`src/rtl/poke_pkg.sv`:
```
// poke_pkg: button indices, direction and auto-repeat state types shared by the conditioner
package poke_pkg;
    localparam int BTN_UP    = 0;
    localparam int BTN_DOWN  = 1;
    localparam int BTN_LEFT  = 2;
    localparam int BTN_RIGHT = 3;
    localparam int BTN_SEL   = 4;
    localparam int NUM_BTN   = 5;

    typedef enum logic [1:0] {DIR_UP, DIR_DOWN, DIR_LEFT, DIR_RIGHT} dir_t;
    typedef enum logic [1:0] {RPT_IDLE, RPT_DELAY, RPT_REPEAT} rpt_state_t;

    function automatic dir_t lowest_dir(input logic [3:0] v);
        return v[BTN_UP] ? DIR_UP : v[BTN_DOWN] ? DIR_DOWN : v[BTN_LEFT] ? DIR_LEFT : DIR_RIGHT;
    endfunction
endpackage

```
`src/rtl/button_debounce.sv`:
```
// button_debounce: synchronises one raw button, debounces it and flags the cycle its level rises
module button_debounce #(
    parameter int DEBOUNCE_CYCLES = 650000,
    parameter int CW              = 21
) (
    input  logic vclk_in,
    input  logic rst_n_in,
    input  logic raw_in,
    output logic level_out,
    output logic rise_out
);
    logic [1:0]    sync_q;
    logic [CW-1:0] cnt_q, cnt_d;
    logic          level_q, level_d, rise_q, hit;

    assign hit = cnt_q == CW'(DEBOUNCE_CYCLES - 1);

    always_comb begin
        level_d = level_q;
        cnt_d   = '0;
        if (sync_q[1] != level_q) begin
            level_d = hit ? ~level_q : level_q;
            cnt_d   = hit ? '0 : cnt_q + CW'(!(&cnt_q));
        end
    end

    always_ff @(posedge vclk_in or negedge rst_n_in) begin
        if (!rst_n_in) begin
            sync_q  <= '0;
            cnt_q   <= '0;
            level_q <= 1'b0;
            rise_q  <= 1'b0;
        end else begin
            sync_q  <= {sync_q[0], raw_in};
            cnt_q   <= cnt_d;
            level_q <= level_d;
            rise_q  <= level_d & ~level_q;
        end
    end

    assign level_out = level_q;
    assign rise_out  = rise_q;
endmodule

```
`src/rtl/poke_button_conditioner.sv`:
```
// poke_button_conditioner: debounced button levels, press/auto-repeat pulses, per-frame press flags
// and a last-pressed-wins walking direction
module poke_button_conditioner
    import poke_pkg::*;
#(
    parameter int                 DEBOUNCE_CYCLES = 650000,
    parameter int                 REPEAT_DELAY    = 19500000,
    parameter int                 REPEAT_PERIOD   = 6500000,
    parameter logic [NUM_BTN-1:0] REPEAT_MASK     = 5'b01111
) (
    input  logic               vclk_in,
    input  logic               rst_n_in,
    input  logic [NUM_BTN-1:0] btn_raw_in,
    input  logic               vsync_in,
    output logic [NUM_BTN-1:0] btn_level_out,
    output logic [NUM_BTN-1:0] btn_press_out,
    output logic [NUM_BTN-1:0] btn_frame_out,
    output logic               dir_valid_out,
    output logic [1:0]         dir_out
);
    localparam int MAX_CYC = DEBOUNCE_CYCLES > REPEAT_DELAY
        ? (DEBOUNCE_CYCLES > REPEAT_PERIOD ? DEBOUNCE_CYCLES : REPEAT_PERIOD)
        : (REPEAT_DELAY > REPEAT_PERIOD ? REPEAT_DELAY : REPEAT_PERIOD);
    localparam int CW = $clog2(MAX_CYC) + 1;

    logic [NUM_BTN-1:0] level, rise, press_d, press_q, frame_q;
    logic [3:0]         held, pulses;
    logic               vs_q, frame_edge;
    dir_t               dir_q, dir_d;

    for (genvar i = 0; i < NUM_BTN; i++) begin : g_btn
        button_debounce #(.DEBOUNCE_CYCLES(DEBOUNCE_CYCLES), .CW(CW)) u_debounce (
            .vclk_in  (vclk_in),
            .rst_n_in (rst_n_in),
            .raw_in   (btn_raw_in[i]),
            .level_out(level[i]),
            .rise_out (rise[i])
        );
        if (REPEAT_MASK[i]) begin : g_rpt
            rpt_state_t    st_q, st_d;
            logic [CW-1:0] cnt_q, cnt_d;
            logic          due;
            // a falling level is checked first so it always beats a repeat that is due
            always_comb begin
                st_d  = st_q;
                cnt_d = '0;
                due   = 1'b0;
                if (!level[i])
                    st_d = RPT_IDLE;
                else if (st_q == RPT_IDLE)
                    st_d = rise[i] ? RPT_DELAY : RPT_IDLE;
                else begin
                    due   = cnt_q == (st_q == RPT_DELAY ? CW'(REPEAT_DELAY - 1) : CW'(REPEAT_PERIOD - 1));
                    st_d  = due ? RPT_REPEAT : st_q;
                    cnt_d = due ? '0 : cnt_q + CW'(!(&cnt_q));
                end
            end
            always_ff @(posedge vclk_in or negedge rst_n_in) begin
                if (!rst_n_in) begin
                    st_q  <= RPT_IDLE;
                    cnt_q <= '0;
                end else begin
                    st_q  <= st_d;
                    cnt_q <= cnt_d;
                end
            end
            assign press_d[i] = rise[i] | due;
        end else begin : g_norpt
            assign press_d[i] = rise[i];
        end
    end

    assign frame_edge = vs_q & ~vsync_in;
    assign held       = level[BTN_RIGHT:BTN_UP];
    assign pulses     = press_q[BTN_RIGHT:BTN_UP];
    // fresh pulses win; otherwise fall back to a still-held direction once ours is released
    assign dir_d = |pulses ? lowest_dir(pulses)
                 : (!held[dir_q] && |held) ? lowest_dir(held) : dir_q;

    always_ff @(posedge vclk_in or negedge rst_n_in) begin
        if (!rst_n_in) begin
            press_q <= '0;
            frame_q <= '0;
            vs_q    <= 1'b0;
            dir_q   <= DIR_UP;
        end else begin
            press_q <= press_d;
            frame_q <= (frame_edge ? '0 : frame_q) | press_q;
            vs_q    <= vsync_in;
            dir_q   <= dir_d;
        end
    end

    assign btn_level_out = level;
    assign btn_press_out = press_q;
    assign btn_frame_out = frame_q;
    assign dir_valid_out = |held;
    assign dir_out       = dir_q;
endmodule

```
`config.mk`:
```
export PLATFORM = sky130hd
export DESIGN_NAME = poke_button_conditioner
export DESIGN_NICKNAME = d
export VERILOG_FILES = /design/src/rtl/poke_pkg.sv /design/src/rtl/button_debounce.sv /design/src/rtl/poke_button_conditioner.sv
export SDC_FILE = /design/constraint.sdc
export NUM_CORES = 1
export LEC_CHECK = 0
export CAP_MARGIN = 5
export CELL_PAD_IN_SITES_DETAIL_PLACEMENT = 1
export CELL_PAD_IN_SITES_GLOBAL_PLACEMENT = 1
export CORE_MARGIN = 8
export CORE_UTILIZATION = 51
export CTS_BUF_LIST = sky130_fd_sc_hd__clkbuf_8
export CTS_CLUSTER_SIZE = 14
export DETAILED_ROUTE_END_ITERATION = 7
export GPL_ROUTABILITY_DRIVEN = 0
export HOLD_SLACK_MARGIN = 0.02
export PLACE_DENSITY_LB_ADDON = 0.25
export SLEW_MARGIN = 25
export SYNTH_ARGS = -nofsm -noshare
export SYNTH_HDL_FRONTEND = slang
export SYNTH_SLANG_ARGS = --single-unit
```
`constraint.sdc`:
```
create_clock -name vclk_in -period 3.7 [get_ports vclk_in]
set_input_delay 1.11 -clock vclk_in [delete_from_list [all_inputs] [get_ports vclk_in]]
set_output_delay 1.11 -clock vclk_in [all_outputs]
set_load 0.005 [all_outputs]
```
* Word level (Yosys, flattened, before mapping) *
Index checks and enable logic that the tools add are counted.

storage, ports and cells
  logic and storage cells = 179
  output and inout bits = 18
  register bits after elaboration = 275
  input bits = 8

cells by class
  eq/ne operators = 22
  multiplexer cells = 71
  add/sub/neg operators = 9
  order comparisons = 1
  reductions and logical operators = 27
  bitwise logic cells = 17

operators by type and width
  cell                    count
  $mux W26                22
  $add A26 B1 Y26         9
  $reduce_and A26 Y1      9
  $eq A26 B20 Y1 const B  5
  $eq A26 B25 Y1          4
  $mux W25                4
  $mux W2                 18
  $mux W1                 25
  $ne A3 B3 Y1 const B    4
  $logic_not A1 Y1        10
  $eq A2 B1 Y1 const B    4
  $logic_not A2 Y1        4
  $reduce_or A4 Y1        2
  $and A1 B1 Y1           6
  $not A1 Y1              6
  $mux W5                 1
  $ne A1 B1 Y1            5
  $or A5 B5 Y5            1
  $or A1 B1 Y1            4
  $lt A2 B3 Y1 const B    1
  $bmux W1 S2             1
  $reduce_bool A2 Y1      1
  $logic_and A1 B1 Y1     1

* Longest topological paths before layout *
  depth after elaboration = 6
  mapped depth = 13
  gate-level depth less buffers = 12

* Modules after synthesis *
A second synthesis with hierarchy kept.

unflattened totals
  cell total of the unflattened synthesis = 1504
  area, all modules = 15041.9 µm²

by module, submodules not included
  module                   times used  sequential area each (µm²)  cells each  area each (µm²)
  button_debounce          5           750.7                       155         1607.8
  poke_button_conditioner  1           3128.0                      729         7003.0

* Least setup slack after synthesis *
OpenSTA, ideal clock, no wires.

  path type = reg2reg
  start point = register g_btn[3].u_debounce.cnt_q[14]
  end point = register g_btn[3].u_debounce.cnt_q[25]
  period minus slack after synthesis = 2750 ps
  setup slack = 950 ps
  setup time = 136 ps
  data arrival time = 2614 ps
  data required time = 3564 ps
  path buffers = 2
  cell stages (with the launch flop) = 13
  cell sequence = dfrtp_1 > and3_1 > clkbuf_1 > and3_1 > clkbuf_1 > and4_1 > nand3_1 > ha_1 > nand4_1 > nor4_1 > nand4_1 > xor2_1 > nor2_1

on the way
  cells in the longest elaborated chain, start to end = 5
  elaborated cells between the ends (all ways) = 6
  classes of those cells = 1 x add/sub; 1 x eq/ne; 2 x mux; 2 x reduce/logical

RTL lines
  item                               RTL line               source
  start: declaration                 button_debounce.sv:13  logic [CW-1:0] cnt_q, cnt_d;
  start signal: assignment           button_debounce.sv:35  cnt_q <= cnt_d;
  $reduce_and A26 Y1                 button_debounce.sv:23  cnt_d = hit ? '0 : cnt_q + CW'(!(&cnt_q));
  $logic_not A1 Y1                   button_debounce.sv:23
  $add A26 B1 Y26                    button_debounce.sv:23
  $mux W26 (*)                       button_debounce.sv:23
  $mux W26 (*)                       button_debounce.sv:21  if (sync_q[1] != level_q) begin
  via g_btn[3].u_debounce.cnt_d[25]  button_debounce.sv:13

The timed path passes the listed nets; every way through them passes the cells marked *.
A chain may end at the register's enable or synchronous reset.

* Worst setup path after layout *
  start point = register g_btn[1].u_debounce.level_q
  end point = output port dir_valid_out

on the way
  cells in the longest elaborated chain, start to end = 1

RTL lines
  item                      RTL line                       source
  start: declaration        button_debounce.sv:14          logic level_q, level_d, rise_q, hit;
  start signal: assignment  button_debounce.sv:36          level_q <= level_d;
  $reduce_or A4 Y1          poke_button_conditioner.sv:97  assign dir_valid_out = |held;
  end: declaration          poke_button_conditioner.sv:18  output logic dir_valid_out,

No other way between the ends.

==> out/metrics.cfg <==
[sta]
tns_ns = 0
holdWs_ns = 0.358
period_share_pct = 84.5
fin_ws_ns = 0.573
drv_slew = 0
fmax_mhz = 320
worst_slew_pin_slew_ns = 1.07
hold_viol = 0
rsz0062_at_grt = no
post-route-min-period_ns = 3.13
relSlewSlack_pct = 27.9
fin_skew_ns = 0.0209
setup_viol = 0

[min_path]
min_from = g_btn[4].u_debounce.sync_q[0]
hold_path_class = reg -> reg

[critical_path]
worstSetupPathType = reg -> out
critPathLaunchType = flip-flop
cp.required_ns = 2.59
cp_max_fo = 6
reg2reg_from = g_btn[1].g_rpt.cnt_q[4]
crit_family = simple AND/OR/NAND/NOR gates
crit_slowest_cell = or4_1
worstPathArrival_ns = 2.02
cpPeakStageDelay_ns = 0.54
cp_cell_sequence = or4_1, clkdlybuf4s50_1
startpoint = g_btn[1].u_debounce.level_out
cp_num_buf_inv = 1
end_kind = primary output

[clocking]
htree_levels = 2
cts_buffer_depth = 3
clock-sinks = 275
clkLatencyLatePin_ns = 0.56
cts_root_buffer = clkbuf_8
cts_resized = 0
tritoncts = done
clkSlewWorstSetupHoldPaths_ns = 0.06
cts_setup_buffers = 0
ctsHoldBuffers = 0
cts_buffers = 48

[detailed_routing]
viasPerCell = 5.69
drtIter0Drc = 572
drc = 0
wl_um = 32400
wire_per_inst_um = 17.6
ant_nets = 0
vias = 10500
firstDrtPassIters = 4

[finish]
area_growth_pct = 12.1
antenna_cells = 0
multi_input_area_um2 = 6500
nFillCells = 2950
final_cell_mix = nor2_1, dfrtp_1, xor2_1
post-route-util_pct = 57.6
layout_commonest_cell = nor2_1
seq_area_um2 = 6880
final_area_um2 = 15400
drive_gt1_share_pct = 7.33
nNetsFinal = 1496

[grt]
grt_max_degree = 79
antenna_found_initial = 1
grt_pass1_vias = 11300
grt_util_all_layers_pct = 20.3
grt_overflow = 0
grt_pass1_wl_um = 56400

[power]
powerDensity_nw_per_um2 = 394
ir_drop_mv = 0.276
power_leakage_nw = 6.51

[synthesis]
synth_fp_nets = 1444
synth_edf_count = 0
synthCells = 1409
synth_fa_ha_area_share_pct = 2.47
yosysWarningCount = 0
synth-simple-area-share_pct = 28.5
synth_top_area_share_pct = 50.2
synth_area_um2 = 13700
synth_area_per_cell_um2 = 9.73
async_flop_share_pct = 100
synth_seq_area_share_pct = 50.2
synth_top_family_by_area = simple AND/OR/NAND/NOR gates
synth_compound_area_share_pct = 2.15
synthMuxAreaShare_pct = 0.329
ys_seq_elements = 275
yosys-top-cells-area = dfrtp_1, xor2_1, nor2_1, nand4_1, xnor2_1
ys_types = 52
synth_top_cell_by_area = dfrtp_1
synth_xor_area_share_pct = 13.9
yosys_most_used_dff = dfrtp_1

[die]
num_io_pins = 26
dieHeight_um = 180
rows = 60
core_um2 = 26700
die_area_um2 = 32400
die_width_um = 180
initial_core_util_pct = 51.4

[run]
drv_cap = 0

[placed_design]
port_buffers = 25
dp_slack_ns = 0.546
postPlaceCellArea_um2 = 14300
dpl.hpwl_um = 22300

[run_status]
status = finished clean

[per-layer routing]
layer / GRT usage, % / part of all wire, % / up-vias
li1: - / - / 4976
met1: 27.3 / 47 / 5330
met2: 34.0 / 49 / 132
met3: 3.29 / 3.2 / 42
met4: 5.14 / 1.4 / 0
met5: 0 / 0 / -
[cell usage after synthesis (all sizes together) (4+ instances only)]
cell,n
nand4,94
nor3b,9
and2,9
or4,10
xnor2,65
nand3,110
a21o,8
nor2,289
nor4bb,11
inv,34
mux2,4
nor4b,11
o21ai,10
nand2,83
dfrtp,275
a21oi,6
and3,42
nor2b,5
nor3,24
xor2,153
and4,18
clkbuf,25
nand2b,7
and4b,4
buf,15
nor4,31
ha,27
[flip-flops by register name, summed over array words and instances (netlist names)]
name and count:
btn_frame_out 5, vs_q 1, g_btn.u_debounce.rise_out 5, g_btn.g_rpt.st_q 8
dir_out 2, g_btn.u_debounce.sync_q 10, btn_press_out 5, g_btn.g_rpt.cnt_q 104
g_btn.u_debounce.cnt_q 130, g_btn.u_debounce.level_out 5
[metrics by stage]
stage               power (mW)  instances
floorplan                 3.15       1409
global placement          3.24       1752
detailed placement        3.25       1752
CTS                       6.16       1841
global route              6.31       1841
finish                    6.06       1841
[final cells by class]
| type | instances | area share (%) |
|---|---|---|
| clock inverter | 26 | 0.953 |
| tap | 341 | 2.78 |
| timing repair buffer | 42 | 2.66 |
| multi-input combinational | 1060 | 42.3 |
| clock buffer | 63 | 5.65 |
| sequential | 275 | 44.8 |
| inverter | 34 | 0.831 |
[worst paths after layout]
check / end / slack [ns] / cells past startpoint
setup reg to reg: g_btn[1].g_rpt.cnt_q[18] / 0.59 / 10
max in group asynchronous: g_btn[3].u_debounce.cnt_q[3] / 2.31 / 2
hold reg to reg: g_btn[4].u_debounce.sync_q[1] / 0.36 / 0
min in group asynchronous: g_btn[1].g_rpt.cnt_q[22] / 0.52 / 1
hold / removal: g_btn[4].u_debounce.sync_q[1] / 0.36 / 0
setup / recovery: dir_valid_out / 0.57 / 2
[where the power goes]
| part | total [mW] | switching [mW] | internal (mW) | leakage [nW] |
|---|---|---|---|---|
| logic | 0.137 | 0.102 | 0.0343 | 2.13 |
| registers | 3.05 | 0.0214 | 3.03 | 3.81 |
| clock network | 2.87 | 1.27 | 1.60 | 0.573 |
| total | 6.06 | 1.40 | 4.66 | 6.51 |
[logic make-up (layout without fill, tap and decap cells)]
| logic type | Yosys count | count (layout) |
|---|---|---|
| adder cells (fa/ha/maj) | 27 | 27 |
| AO/OA/AOI/OAI | 40 | 40 |
| multiplexers | 4 | 4 |
| AND/OR/NAND/NOR | 771 | 771 |
| buffers and inverters | 74 | 165 |
| flip-flops | 275 | 275 |
| XOR/XNOR | 218 | 218 |
No activity file was read; power rests on OpenSTA's default activity.
